===== src/rtl/sdio_cmd53_sequencer.sv =====
// CMD53 transfer sequencer: splits an accepted byte/block-mode command into
// per-block strobes to the 4-bit DAT transmitter/receiver.
module sdio_cmd53_sequencer #(
    parameter int START_DELAY = 6,
    parameter int BLOCK_GAP   = 2
) (
    input  logic        clock,
    input  logic        reset_n,
    input  logic        cmd_strobe,
    input  logic        cmd_write,
    input  logic        cmd_block_mode,
    input  logic [8:0]  cmd_count,
    input  logic [15:0] block_size,
    input  logic        abort,
    input  logic        send_command_in_progress,
    input  logic        xfer_done,
    input  logic        xfer_crc_error,
    output logic        write_data4_strobe,
    output logic        read_data4_strobe,
    output logic [8:0]  data4_count,
    output logic        busy,
    output logic        cmd_rejected,
    output logic        out_of_range,
    output logic        crc_error,
    output logic [8:0]  blocks_left
);

    function automatic int sat_dec(input int v);
        return (v > 0) ? v - 1 : 0;
    endfunction

    function automatic int max_of(input int a, input int b);
        return (a > b) ? a : b;
    endfunction

    localparam int MAX_DELAY = max_of(START_DELAY, BLOCK_GAP);
    localparam int CNT_W     = (MAX_DELAY < 1) ? 1 : $clog2(MAX_DELAY + 1);

    // The decision cycle precedes ISSUE, so the start wait loads one less than
    // START_DELAY to put the first strobe START_DELAY+1 cycles after acceptance.
    localparam logic [CNT_W-1:0] START_LOAD = CNT_W'(sat_dec(START_DELAY));
    localparam logic [CNT_W-1:0] GAP_LOAD   = CNT_W'(BLOCK_GAP);

    typedef enum logic [2:0] {
        IDLE,
        START_WAIT,
        ISSUE,
        WAIT_DONE,
        GAP
    } state_t;

    state_t           state, state_n;
    logic [CNT_W-1:0] cnt, cnt_n;
    logic             dir_rx;
    logic             byte_mode;
    logic             infinite;
    logic [8:0]       blk_bytes;

    logic bad_size;
    logic accept;
    logic size_reject;
    logic busy_reject;
    logic issue_fire;
    logic crc_hit;
    logic abort_hit;

    always_comb begin
        state_n     = state;
        cnt_n       = cnt;
        accept      = 1'b0;
        size_reject = 1'b0;
        busy_reject = 1'b0;
        issue_fire  = 1'b0;
        crc_hit     = 1'b0;
        abort_hit   = 1'b0;
        bad_size    = cmd_block_mode && ((block_size == 16'd0) || (block_size > 16'd512));

        case (state)
            IDLE: begin
                if (cmd_strobe) begin
                    if (bad_size) begin
                        size_reject = 1'b1;
                    end else begin
                        accept  = 1'b1;
                        cnt_n   = START_LOAD;
                        state_n = START_WAIT;
                    end
                end
            end
            START_WAIT: begin
                if (cnt == '0) begin
                    if (!send_command_in_progress) state_n = ISSUE;
                end else begin
                    cnt_n = cnt - CNT_W'(1);
                end
            end
            ISSUE: begin
                issue_fire = 1'b1;
                state_n    = WAIT_DONE;
            end
            WAIT_DONE: begin
                if (xfer_done) begin
                    if (xfer_crc_error && dir_rx) begin
                        crc_hit = 1'b1;
                        state_n = IDLE;
                    end else if (byte_mode || (!infinite && blocks_left == 9'd0)) begin
                        state_n = IDLE;
                    end else begin
                        cnt_n   = GAP_LOAD;
                        state_n = GAP;
                    end
                end
            end
            GAP: begin
                if (cnt == '0) state_n = ISSUE;
                else           cnt_n   = cnt - CNT_W'(1);
            end
            default: state_n = IDLE;
        endcase

        // Abort outranks everything else in an active transfer, including a
        // strobe that would otherwise go out this cycle.
        if (state != IDLE) begin
            busy_reject = cmd_strobe;
            if (abort) begin
                abort_hit  = 1'b1;
                issue_fire = 1'b0;
                crc_hit    = 1'b0;
                state_n    = IDLE;
            end
        end
    end

    assign write_data4_strobe = issue_fire && !dir_rx;
    assign read_data4_strobe  = issue_fire && dir_rx;
    assign busy               = (state != IDLE);

    always_ff @(posedge clock) begin
        if (!reset_n) begin
            state        <= IDLE;
            cnt          <= '0;
            dir_rx       <= 1'b0;
            byte_mode    <= 1'b0;
            infinite     <= 1'b0;
            blk_bytes    <= 9'd0;
            data4_count  <= 9'd0;
            blocks_left  <= 9'd0;
            cmd_rejected <= 1'b0;
            out_of_range <= 1'b0;
            crc_error    <= 1'b0;
        end else begin
            state        <= state_n;
            cnt          <= cnt_n;
            cmd_rejected <= size_reject || busy_reject;

            if (size_reject) out_of_range <= 1'b1;

            if (accept) begin
                out_of_range <= 1'b0;
                crc_error    <= 1'b0;
                dir_rx       <= cmd_write;
                byte_mode    <= !cmd_block_mode;
                infinite     <= cmd_block_mode && (cmd_count == 9'd0);
                blk_bytes    <= cmd_block_mode ? block_size[8:0] : cmd_count;
                blocks_left  <= cmd_block_mode ? cmd_count : 9'd0;
            end

            if (crc_hit) crc_error <= 1'b1;

            // Size is presented from the strobe cycle and held until the next one.
            if (state_n == ISSUE) data4_count <= blk_bytes;

            if (issue_fire && !byte_mode && !infinite) blocks_left <= blocks_left - 9'd1;
            if (abort_hit) blocks_left <= 9'd0;
        end
    end

endmodule

===== config.mk =====
export PLATFORM = sky130hd
export DESIGN_NAME = sdio_cmd53_sequencer
export DESIGN_NICKNAME = d
export VERILOG_FILES = /design/src/rtl/sdio_cmd53_sequencer.sv
export SDC_FILE = /design/constraint.sdc
export NUM_CORES = 1
export LEC_CHECK = 0
export CAP_MARGIN = 25
export CORE_MARGIN = 5
export CORE_UTILIZATION = 45
export CTS_BUF_LIST = sky130_fd_sc_hd__clkbuf_8
export DETAILED_ROUTE_END_ITERATION = 16
export GPL_ROUTABILITY_DRIVEN = 1
export PLACE_DENSITY = 0.73
export SLEW_MARGIN = 10
export SYNTH_ARGS = -nofsm -noshare
export SYNTH_HDL_FRONTEND = slang
export SYNTH_SLANG_ARGS = --single-unit

===== constraint.sdc =====
create_clock -name clock -period 2.46 [get_ports clock]
set_input_delay 0.492 -clock clock [delete_from_list [all_inputs] [get_ports clock]]
set_output_delay 0.492 -clock clock [all_outputs]
set_load 0.01 [all_outputs]

==> impl_metrics.toml <==
[global_route]
grt_pass1_wl_mm = 9.79
antenna_found_initial = 0
overflow = 0
grt_max_degree = 23
first_global_vias = 2121
track_usage_pct = 19.5

[yosys]
async_reset_ff_share_pct = 0
yosysUniqueCellTypes = 49
synthFlopType = "dfxtp_1"
synth_area_per_cell_um2 = 8.17
synth-seq-area-share_pct = 36.2
synth-seq-cells = 39
synth-edff-count = 0
syn_inst = 264
synth_top_area_cell = "dfxtp_1"
synth_area_leaders = "dfxtp_1 36%, mux2i_1 8.4%, nand2_1 7.0%, a21oi_1 5.6%, o211a_1 4.2%"
synth_top_cell_area_share_pct = 36.2
syn_nets = 302
ys_warn_count = 0
synth_area_um2 = 2160

[power_and_ir_drop]
p_leak_nw = 1.25
p_per_area_nw_per_um2 = 613
finalPower_w = 0.00187
max-vdd-ir-drop_v = 0.000339

[die]
die_h_um = 79.2
die_area_um2 = 6280
rows = 25
core-area_um2 = 4690
die_w_um = 79.2
initial_utilization_pct = 45.9
io_pins = 58

[cts]
cts_root_buffer = "clkbuf_8"
clk_pin_slew_ns = 0.08
clockBufferDepth = 2
numCtsBuffers = 5
h-tree-depth = 2
cts_sinks = 39
cts_tree = "done"
hold_buffers = 0
clk-insertion-delay-late_ns = 0.29

[layout]
antenna_cells = 0
fillers = 417
syn2layout_area_growth_pct = 41.8
final_cell_mix = "55 x clkdlybuf4s50_1, 40 x nand2_1, 39 x dfxtp_1"
layout.cell_area.non_filler_um2 = 3060
final_nets = 376
layout-drive-gt1-share_pct = 11.5
final_common_cell = "clkdlybuf4s50_1"

[critical_path]
rr_worst_depth = 9
rr_endpoint = "data4_count[8]"
arrival_ns = 2.62
path_cells = "clkdlybuf4s50_1, nor4_1, buf_4, a31oi_1, o31ai_4, o21ai_0, a2111oi_1, a211o_1"
r2r_start = "cnt[0]"
required_ns = 2.70
r2r_slack_ns = 0.30
crit_family = "compound AO/OA/AOI/OAI gates"
critPathMaxFanout = 5
critPathKind = "primary input to flop"
critPathSlowestCell = "clkdlybuf4s50_1"
end_kind = "flop"
startpoint_type = "primary input"
path_buf_inv = 2
critical-path-max-stage-delay_ns = 0.43

[timing]
fin_crit_ns = 2.38
max_freq_ghz = 0.420
fin_crit_sh_pct = 96.8
finClkSkew_ns = 0.00224
finalHoldViolCount = 0
tightest_slew_ns = 0.501
finalMaxSlewViolations = 0
setup_violations = 0
slew_headroom_pct = 66.4

[routing]
via_per_inst = 5.57
drt_iter0_drc = 200
antenna_left = 0
avgRoutedWirePerCell_um = 15.3
dr.pass1.iters = 4
wl_mm = 6.00
drc = 0
vias = 2189

[worst_hold_path]
hold_start = "blk_bytes[2]"
holdPathStages = 1
min_to = "blk_bytes[2]"
hp-class = "flop to flop"

[placement]
place_area_um2 = 2890
dp_hpwl_mm = 4.46
port_buffers = 57
globalplace.congestion = 0.924

[run_status]
status = "completed"

[run]
maxCapViolations = 0
[synth_stat cells (all sizes together) (2+ instances only)]
| library cell | instances |
|---|---|
| nor4b | 2 |
| and2 | 4 |
| nand4 | 4 |
| o21ai | 12 |
| nand2 | 40 |
| a21boi | 2 |
| dfxtp | 39 |
| and4 | 2 |
| clkbuf | 8 |
| buf | 5 |
| xnor2 | 2 |
| nor3 | 9 |
| o31a | 2 |
| ha | 4 |
| a21oi | 24 |
| a31oi | 5 |
| nand3 | 3 |
| mux2i | 18 |
| nor2b | 13 |
| inv | 11 |
| nor4 | 5 |
| nor2 | 19 |
| o211a | 9 |
[final cells by class]
| cell class | count | area (um2) | share of cell area, % |
|---|---|---|---|
| timing repair buffer | 79 | 737 | 24.1 |
| clock buffer | 5 | 68.8 | 2.25 |
| multi-input combinational | 202 | 1290 | 42.3 |
| sequential | 39 | 781 | 25.5 |
| tap | 54 | 67.6 | 2.21 |
| clock inverter | 3 | 67.6 | 2.21 |
| inverter | 11 | 41.3 | 1.35 |
[registers in the layout (all words and copies together) (netlist names)]
signal        flops
blk_bytes         9
out_of_range      1
cmd_rejected      1
byte_mode         1
data4_count       9
infinite          1
cnt               3
state             3
blocks_left       9
dir_rx            1
crc_error         1
[through the flow]
stage          worst slack [ns]  cells  utilization (%)  hold WS [ns]  setup TNS, ns
2_1_floorplan             0.281    264                -         0.470              0
3_3_place_gp             -0.233    383             61.6         0.488          -2.96
3_5_place_dp             -0.329    383             61.6         0.492          -4.70
4_1_cts                  0.0281    391             64.5         0.511              0
5_1_grt                 -0.0158    393             65.1         0.527        -0.0215
6_report                 0.0775    393             65.1         0.507              0
[kinds of logic (layout without fill, tap and decap cells)]
kind of cell | count (synthesis) | in the layout | synth area share (%)
simple gates | 110 | 110 | 26.1
compound gates | 65 | 66 | 20.5
mux | 19 | 19 | 8.88
fa+ha+maj | 4 | 4 | 2.32
xor+xnor | 3 | 3 | 1.22
buf+inv | 24 | 98 | 4.70
flops | 39 | 39 | 36.2
[per-layer routing]
layer	vias up	global-route usage (%)	share of wire [%]
li1	1094	-	-
met1	1020	26.2	46
met2	68	30.4	47
met3	7	4.54	5.6
met4	0	6.87	1.1
met5	-	0	0
[power by group]
part | internal (W) | total, W | switching (W)
registers | 0.000681 | 0.000718 | 0.0000368
logic | 0.000253 | 0.000514 | 0.000260
clock network | 0.000404 | 0.000642 | 0.000238
total | 0.00134 | 0.00187 | 0.000535
[repair_timing]
action | in CTS | in global routing
pin swaps | 0 | 1
cloned | 0 | 1
resized for setup | 2 | 3
setup buffers | 0 | 1
setup endpoints to repair | 2 | 13
[worst max path at each step]
stage | end | start | cells past startpoint | slack [ns]
detailed placement | cnt[2] | block_size[5] | 8 | -0.33
global route | cnt[2] | block_size[5] | 8 | -0.02
floorplan | blocks_left[6] | abort | 5 | 0.28
CTS | cnt[2] | block_size[5] | 8 | 0.03
finish | cnt[2] | block_size[5] | 8 | 0.08
global placement | cnt[2] | block_size[5] | 8 | -0.23
(Power assumes the default switching activity.)
